<file path="config.mk">
export PLATFORM = sky130hd
export DESIGN_NAME = instruction_fetch_stage
export DESIGN_NICKNAME = d
export VERILOG_FILES = /design/src/rtl/mips_pkg.sv /design/src/rtl/fetch_skid_buffer.sv /design/src/rtl/instruction_fetch_stage.sv
export SDC_FILE = /design/constraint.sdc
export NUM_CORES = 1
export LEC_CHECK = 0
export BUFFER_PORTS_ARGS = -buffer_cell sky130_fd_sc_hd__buf_2
export CAP_MARGIN = 0
export CORE_MARGIN = 2
export CORE_UTILIZATION = 56
export CTS_BUF_LIST = sky130_fd_sc_hd__clkbuf_16
export DETAILED_ROUTE_END_ITERATION = 12
export GPL_TIMING_DRIVEN = 0
export PLACE_DENSITY_LB_ADDON = 0.15
export SETUP_SLACK_MARGIN = 0.1
export SLEW_MARGIN = 40
export SYNTH_ARGS = -nofsm -noshare
export SYNTH_HDL_FRONTEND = slang
export SYNTH_HIERARCHICAL = 1
export SYNTH_SLANG_ARGS = --single-unit
</file>
<file path="constraint.sdc">
create_clock -name clk -period 3.8 [get_ports clk]
set_clock_uncertainty 0.1 [all_clocks]
set_input_delay 0.76 -clock clk [delete_from_list [all_inputs] [get_ports clk]]
set_output_delay 0.76 -clock clk [all_outputs]
set_load 0.03 [all_outputs]
</file>
<file path="src/rtl/mips_pkg.sv">
// Shared MIPS definitions: opcodes seen by the control unit, reset constants
// and the fetch FSM state encoding.
package mips_pkg;

    localparam logic [5:0] R_TYPE = 6'h00;
    localparam logic [5:0] J      = 6'h02;
    localparam logic [5:0] JAL    = 6'h03;
    localparam logic [5:0] BEQ    = 6'h04;
    localparam logic [5:0] BNE    = 6'h05;
    localparam logic [5:0] ADDI   = 6'h08;
    localparam logic [5:0] LW     = 6'h23;
    localparam logic [5:0] SW     = 6'h2B;

    localparam logic [31:0] NOP_INSTR        = 32'h0000_0000;
    localparam logic [31:0] PC_RESET_DEFAULT = 32'h0040_0000;

    typedef enum logic [1:0] {
        RST   = 2'd0,
        FETCH = 2'd1,
        SKID  = 2'd2
    } fetch_state_t;

endpackage

</file>
<file path="src/rtl/fetch_skid_buffer.sv">
// One-entry holding slot for an instruction that was acked while decode was
// stalled. Flush beats load beats pop.
module fetch_skid_buffer #(
    parameter int ADDR_WIDTH = 32,
    parameter int DATA_WIDTH = 32
) (
    input  logic                  clk,
    input  logic                  rst_n,
    input  logic                  i_load,
    input  logic                  i_flush,
    input  logic                  i_pop,
    input  logic [DATA_WIDTH-1:0] i_instr,
    input  logic [ADDR_WIDTH-1:0] i_pcplus4,
    output logic [DATA_WIDTH-1:0] o_instr,
    output logic [ADDR_WIDTH-1:0] o_pcplus4,
    output logic                  o_valid
);

    logic [DATA_WIDTH-1:0] r_instr;
    logic [ADDR_WIDTH-1:0] r_pcplus4;
    logic                  r_valid;

    // NOTE: non-blocking assignments keep every register sampling pre-edge values;
    // the payload is reset as well since it is a single entry, not a RAM array.
    always_ff @(posedge clk or negedge rst_n) begin
        if (!rst_n) begin
            r_instr   <= '0;
            r_pcplus4 <= '0;
            r_valid   <= 1'b0;
        end else if (i_flush) begin
            r_valid   <= 1'b0;
        end else if (i_load) begin
            r_instr   <= i_instr;
            r_pcplus4 <= i_pcplus4;
            r_valid   <= 1'b1;
        end else if (i_pop) begin
            r_valid   <= 1'b0;
        end
    end

    assign o_instr   = r_instr;
    assign o_pcplus4 = r_pcplus4;
    assign o_valid   = r_valid;

endmodule

</file>
<file path="src/rtl/instruction_fetch_stage.sv">
// MIPS fetch stage: owns the PC, fetches over req/ack and loads IF/ID.
// Define IF_DELAY_SLOT_EN to keep the branch delay-slot instruction on redirect.
module instruction_fetch_stage
    import mips_pkg::*;
#(
    parameter int                    ADDR_WIDTH = 32,
    parameter int                    DATA_WIDTH = 32,
    parameter logic [ADDR_WIDTH-1:0] PC_RESET   = ADDR_WIDTH'(PC_RESET_DEFAULT)
) (
    input  logic                  clk,
    input  logic                  reset,
    input  logic                  Stall,
    input  logic                  Redirect,
    input  logic [ADDR_WIDTH-1:0] RedirectPC,
    output logic                  ImemReq,
    output logic [ADDR_WIDTH-1:0] ImemAddr,
    input  logic                  ImemAck,
    input  logic [DATA_WIDTH-1:0] ImemRdata,
    output logic [ADDR_WIDTH-1:0] PC,
    output logic [DATA_WIDTH-1:0] IFID_Instruction,
    output logic [ADDR_WIDTH-1:0] IFID_PCPlus4,
    output logic                  IFID_Valid
);

`ifdef IF_DELAY_SLOT_EN
    localparam bit DS_EN = 1'b1;
`else
    localparam bit DS_EN = 1'b0;
`endif

    fetch_state_t          r_state, w_state_next;
    logic [ADDR_WIDTH-1:0] r_pc, w_pc_next;
    logic [ADDR_WIDTH-1:0] r_req_addr, w_req_addr_next;
    logic                  r_pend, w_pend_next;
    logic [DATA_WIDTH-1:0] r_ifid_instr, w_ifid_instr_next;
    logic [ADDR_WIDTH-1:0] r_ifid_pcplus4, w_ifid_pcplus4_next;
    logic                  r_ifid_valid, w_ifid_valid_next;

    logic [ADDR_WIDTH-1:0] w_fetch_addr;
    logic [ADDR_WIDTH-1:0] w_fetch_pcplus4;
    logic [ADDR_WIDTH-1:0] w_redirect_pc;
    logic                  w_skid_load, w_skid_flush, w_skid_pop;
    logic [DATA_WIDTH-1:0] w_skid_instr;
    logic [ADDR_WIDTH-1:0] w_skid_pcplus4;
    logic                  w_skid_valid;
    logic                  w_unused_redirect_lsbs;

    // While a pre-redirect request is still in flight its address stays on the bus.
    assign w_fetch_addr    = r_pend ? r_req_addr : r_pc;
    assign w_fetch_pcplus4 = w_fetch_addr + ADDR_WIDTH'(4);
    assign w_redirect_pc   = {RedirectPC[ADDR_WIDTH-1:2], 2'b00};
    assign w_unused_redirect_lsbs = ^{RedirectPC[1:0], w_skid_valid};

    assign ImemReq          = (r_state == FETCH);
    assign ImemAddr         = w_fetch_addr;
    assign PC               = r_pc;
    assign IFID_Instruction = r_ifid_instr;
    assign IFID_PCPlus4     = r_ifid_pcplus4;
    assign IFID_Valid       = r_ifid_valid;

    fetch_skid_buffer #(
        .ADDR_WIDTH (ADDR_WIDTH),
        .DATA_WIDTH (DATA_WIDTH)
    ) u_skid (
        .clk       (clk),
        .rst_n     (reset),
        .i_load    (w_skid_load),
        .i_flush   (w_skid_flush),
        .i_pop     (w_skid_pop),
        .i_instr   (ImemRdata),
        .i_pcplus4 (w_fetch_pcplus4),
        .o_instr   (w_skid_instr),
        .o_pcplus4 (w_skid_pcplus4),
        .o_valid   (w_skid_valid)
    );

    always_ff @(posedge clk or negedge reset) begin
        if (!reset) begin
            r_state        <= RST;
            r_pc           <= PC_RESET;
            r_req_addr     <= PC_RESET;
            r_pend         <= 1'b0;
            r_ifid_instr   <= DATA_WIDTH'(NOP_INSTR);
            r_ifid_pcplus4 <= '0;
            r_ifid_valid   <= 1'b0;
        end else begin
            r_state        <= w_state_next;
            r_pc           <= w_pc_next;
            r_req_addr     <= w_req_addr_next;
            r_pend         <= w_pend_next;
            r_ifid_instr   <= w_ifid_instr_next;
            r_ifid_pcplus4 <= w_ifid_pcplus4_next;
            r_ifid_valid   <= w_ifid_valid_next;
        end
    end

    always_comb begin
        // NOTE: every next value defaults to "hold" first, so no branch can infer a latch.
        w_state_next        = r_state;
        w_pc_next           = r_pc;
        w_req_addr_next     = r_req_addr;
        w_pend_next         = r_pend;
        w_ifid_instr_next   = r_ifid_instr;
        w_ifid_pcplus4_next = r_ifid_pcplus4;
        w_ifid_valid_next   = r_ifid_valid;
        w_skid_load         = 1'b0;
        w_skid_flush        = 1'b0;
        w_skid_pop          = 1'b0;

        case (r_state)
            RST: w_state_next = FETCH;

            FETCH: begin
                if (Redirect) begin
                    w_pc_next           = w_redirect_pc;
                    w_skid_flush        = 1'b1;
                    w_ifid_instr_next   = DATA_WIDTH'(NOP_INSTR);
                    w_ifid_pcplus4_next = '0;
                    w_ifid_valid_next   = 1'b0;
                    if (ImemAck) begin
                        w_pend_next = 1'b0;
                        if (DS_EN) begin
                            w_ifid_instr_next   = ImemRdata;
                            w_ifid_pcplus4_next = w_fetch_pcplus4;
                            w_ifid_valid_next   = 1'b1;
                        end
                    end else begin
                        w_pend_next     = 1'b1;
                        w_req_addr_next = w_fetch_addr;
                    end
                end else if (ImemAck) begin
                    w_pend_next = 1'b0;
                    // A stale pre-redirect response is dropped unless it is the delay slot.
                    if (!r_pend || DS_EN) begin
                        if (!r_pend) begin
                            w_pc_next = r_pc + ADDR_WIDTH'(4);
                        end
                        if (Stall) begin
                            w_skid_load  = 1'b1;
                            w_state_next = SKID;
                        end else begin
                            w_ifid_instr_next   = ImemRdata;
                            w_ifid_pcplus4_next = w_fetch_pcplus4;
                            w_ifid_valid_next   = 1'b1;
                        end
                    end
                end
            end

            SKID: begin
                if (Redirect) begin
                    w_pc_next           = w_redirect_pc;
                    w_skid_flush        = 1'b1;
                    w_state_next        = FETCH;
                    w_ifid_instr_next   = DS_EN ? w_skid_instr : DATA_WIDTH'(NOP_INSTR);
                    w_ifid_pcplus4_next = DS_EN ? w_skid_pcplus4 : '0;
                    w_ifid_valid_next   = DS_EN;
                end else if (!Stall) begin
                    w_skid_pop          = 1'b1;
                    w_state_next        = FETCH;
                    w_ifid_instr_next   = w_skid_instr;
                    w_ifid_pcplus4_next = w_skid_pcplus4;
                    w_ifid_valid_next   = 1'b1;
                end
            end

            default: w_state_next = RST;
        endcase
    end

endmodule

</file>
Word-level counts from Yosys, hierarchy flattened
Index checks and enable logic that the tools add are counted.
- output and inout bits: 130
- register bits: 196
- input port bits: 69
- logic and storage cells: 78
- $add $sub $neg: 2
- equal/unequal tests: 11
- bitwise operators: 2
- multiplexer cells: 43
- reductions and logical operators: 11
- operators with widths (operator ; count):
    $mux W32 ; 17
    $pmux W32 S2 ; 3
    $add A32 B3 Y32 const B ; 2
    $mux W1 ; 15
    $mux W2 ; 6
    $reduce_and A5 Y1 ; 2
    $ne A3 B3 Y1 const B ; 3
    $ne A2 B2 Y1 const B ; 4
    $pmux W2 S3 ; 1
    $reduce_and A3 Y1 ; 2
    $reduce_and A2 Y1 ; 2
    $reduce_and A4 Y1 ; 1
    $reduce_bool A2 Y1 ; 2
    $ne A3 B2 Y1 const B ; 1
    $eq A2 B1 Y1 const B ; 1
    $eq A2 B2 Y1 const B ; 1
    $logic_not A2 Y1 ; 1
    $ne A2 B1 Y1 const B ; 1
    $not A1 Y1 ; 2
    $pmux W1 S2 ; 1
    $reduce_or A2 Y1 ; 1

Longest topological paths before layout
- depth after elaboration: 7
- gate-level depth with buffers: 13
- mapped depth without buffers: 9

By module
Netlist, hierarchy kept.
- by module, submodules not included (module ; area each (um^2) ; cells each ; times used ; sequential area each (um^2)):
    instruction_fetch_stage ; 7333.3 ; 846 ; 1 ; 3255.6
    fetch_skid_buffer ; 2741.4 ; 140 ; 1 ; 1626.6

Least setup slack after synthesis
No wires, ideal clock.
- path kind: register to register
- from: reg r_pend
- to: reg r_ifid_pcplus4[26] (netlist: IFID_PCPlus4[26])
- setup slack: 0.252 ns
- path buffers: 4
- arrival time: 3.322 ns
- cell stages (with the launch flop): 14
- required time: 3.574 ns
- period minus slack after synthesis: 3.548 ns
- library setup time: 0.126 ns
- cells stage by stage: dfrtp_1 buf_2 buf_2 buf_2 clkbuf_1 mux2i_1 inv_1 ha_1 inv_1 a211oi_2 nand4_1 a211oi_1 xnor2_1 a221o_1
- cells in the longest elaborated chain, start to end: 7
- elaborated cells on any way between the ends: 9
- those cells by class: add/sub (1); eq/ne (1); mux (6); reduce/logical (1)
- ends and longest elaborated chain (item ; RTL line ; RTL):
    start, declared ; instruction_fetch_stage.sv:34 ; logic r_pend, w_pend_next;
    start signal, assigned ; instruction_fetch_stage.sv:90 ; r_pend <= w_pend_next;
    $mux W32 ; instruction_fetch_stage.sv:49 ; assign w_fetch_addr = r_pend ? r_req_addr : r_pc;
    net ImemAddr[2] ; instruction_fetch_stage.sv:16 ; output logic [ADDR_WIDTH-1:0] ImemAddr,
    $add A32 B3 Y32 ; instruction_fetch_stage.sv:50 ; assign w_fetch_pcplus4 = w_fetch_addr + ADDR_WIDTH'(4);
    net w_fetch_pcplus4[26] ; instruction_fetch_stage.sv:40 ; logic [ADDR_WIDTH-1:0] w_fetch_pcplus4;
    $mux W32 ; instruction_fetch_stage.sv:138 ; if (Stall) begin
    $mux W32 ; instruction_fetch_stage.sv:134 ; if (!r_pend || DS_EN) begin
    $mux W32 ; instruction_fetch_stage.sv:131 ; end else if (ImemAck) begin
    $mux W32 ; instruction_fetch_stage.sv:114 ; if (Redirect) begin
    $pmux W32 S2 ; instruction_fetch_stage.sv:110 ; case (r_state)
    end signal, assigned ; instruction_fetch_stage.sv:92 ; r_ifid_pcplus4 <= w_ifid_pcplus4_next;
    end, declared ; instruction_fetch_stage.sv:36 ; logic [ADDR_WIDTH-1:0] r_ifid_pcplus4, w_ifid_pcplus4_next;
The timed path passes the listed nets, and every way through them passes these cells. The select of a mux whose other input is x is not followed.
A chain may end at the register's enable or synchronous reset.

Final worst setup path
- from: reg r_pend
- to: out ImemAddr[25]
- cells in the longest elaborated chain, start to end: 1
- ends and longest elaborated chain (item ; RTL line):
    $mux W32 ; instruction_fetch_stage.sv:49
    end, declared ; instruction_fetch_stage.sv:16
No other way between the ends.

==> results_dict.tcl <==
set metrics [dict create \
    status "complete, no violations" \
    cts_buffers 17 \
    finalInstanceArea_um2 12000 \
    syn_to_final_growth_pct 19.9 \
    irDropWorstVdd_v 0.000629 \
    ys.warnings.count 6 \
    cts_num_sinks 194 \
    fin_setup_tns_ns 0 \
    avgViaCountPerCell 5.98 \
    dr.pass1.iters 5 \
    initial_core_util_pct 57.6 \
    grtUsageTotal_pct 31.0 \
    tightest_slew_ns 0.803 \
    grt_max_degree 74 \
    syn_area_um2 10000 \
    cp_cell_sequence "buf_2, buf_2, buf_2, mux2i_1, inv_1, buf_2" \
    finalCritPeriodShare_pct 94.6 \
    coreArea_um2 17400 \
    h-tree-depth 4 \
    grt_antenna_before_repair 0 \
    numPortBuffers 194 \
    fmax_mhz 278 \
    layout_common_cells "buf_2 (198), dfrtp_1 (192), nor2_1 (115), nand2_1 (83), a21oi_1 (62)" \
    finalWirelength_mm 28.6 \
    drive_gt1_share_pct 27.4 \
    final_cells 1436 \
    clk_pin_slew_worst_paths_ns 0.08 \
    finalCriticalPeriod_ns 3.59 \
    antenna-diode-count 0 \
    hpwl_mm 20.5 \
    grt_pass1_vias 8473 \
    whs_ns 0.115 \
    clk_latency_ns 0.44 \
    maxSlewViolCount 0 \
    grt_pass1_wl_mm 45.1 \
    critPathMaxStageDelay_ns 0.54 \
    die_h_um 138 \
    cts_tree "built" \
    cts_buffer_depth 2 \
    regArea_um2 4860 \
    hold_viol_final 0 \
    netlist_instances 981 \
    ctsRootBufferMaster "clkbuf_16" \
    path_max_fanout 10 \
    start_kind "register" \
    worstPathArrival_ns 2.73 \
    nFillCells 1390 \
    die_area_um2 19000 \
    setup_viol 0 \
    max_cap_violations 0 \
    dp.cells 1403 \
    multi_input_area_um2 4630 \
    fp.dieW_um 138 \
    cellPowerDensity_nw_per_um2 1010 \
    crit_path_frequent_cell "buf_2" \
    rsz0062_at_grt "false" \
    finish.utilization_pct 69.0 \
    wl_per_cell_um 19.9 \
    crit_path_start "r_pend$_DFFE_PN0P_" \
    min_path_type "in2async" \
    r2r_start "r_pend$_DFFE_PN0P_" \
    grt_overflow 0 \
    antenna_left 0 \
    total_power_mw 12.1 \
    worstSetupPathType "reg2out" \
    syn_area_per_cell_um2 10.2 \
    p_leak_nw 5.59 \
    crit_path_end_kind "output pin" \
    num_vias 8585 \
    ios 199 \
    critical_path_required_ns 2.94 \
    placed_cell_area_um2 11400 \
    nets 1273 \
    slowest_stage "mux2i_1" \
    drc 0 \
    slew_headroom_pct 46.3 \
    gp_congestion 0.917 \
    ctsHoldBuffers 0 \
    drtIter0Drc 630 \
    layout_setup_ws_ns 0.206 \
    final_common_cell "buf_2" \
    place_ws_ns -0.666 \
    num_rows 48 \
]
## worst paths after layout
path / endpoint / slack (ns) / depth (start not counted)
worst max-delay path: ImemAddr[25] / 0.21 / 6
worst min-delay path: IFID_Instruction[19]$_DFFE_PN0P_ / 0.12 / 1
worst max register to register: IFID_PCPlus4[24]$_DFFE_PN0P_ / 0.32 / 13
worst min register to register: IFID_PCPlus4[0]$_DFFE_PN0P_ / 0.38 / 2
max in group asynchronous: PC[22]$_DFFE_PN1P_ / 2.73 / 2
min in group clk: IFID_PCPlus4[0]$_DFFE_PN0P_ / 0.38 / 2
## power breakdown
part / internal [mW] / switching [mW] / total [mW]
logic: 2.18 / 4.21 / 6.39
clock network: 1.02 / 0.907 / 1.93
registers: 3.02 / 0.782 / 3.80
total: 6.21 / 5.90 / 12.1
## registers in the layout, indices dropped and copies added (netlist names)
| register | flops |
|---|---|
| IFID_Instruction | 32 |
| r_pend | 1 |
| IFID_Valid | 1 |
| PC | 30 |
| r_state | 2 |
| u_skid/o_pcplus4 | 32 |
| IFID_PCPlus4 | 32 |
| u_skid/o_instr | 32 |
| r_req_addr | 32 |
## per-layer routing
layer  global-route usage, %  wire (um)  vias up
li1                        -          -     3958
met1                    42.8      12400     4194
met2                    50.4      13800      387
met3                    4.89       1870       46
met4                    10.3        495        0
met5                       0          0        -
## repair_timing
action,4_1_cts,5_1_grt
setup buffers,2,0
setup endpoints to repair,26,13
resized for setup,1,3
pin swaps,1,0
## worst max-delay path: cells and delay by family, from the launching register on
family / cells / cell delay (ns)
flops: 1 / 0.44
buf+inv: 5 / 1.30
mux: 1 / 0.54
## cell type report
cell class	instances	area share (%)
Clock buffer	17	3.54
Inverter	36	1.12
Multi-Input combinational cell	676	38.5
Buffer	75	3.59
Clock inverter	15	1.77
Tap cell	225	2.34
Timing Repair Buffer	198	8.74
Sequential cell	194	40.4
(Power assumes the default switching activity.)
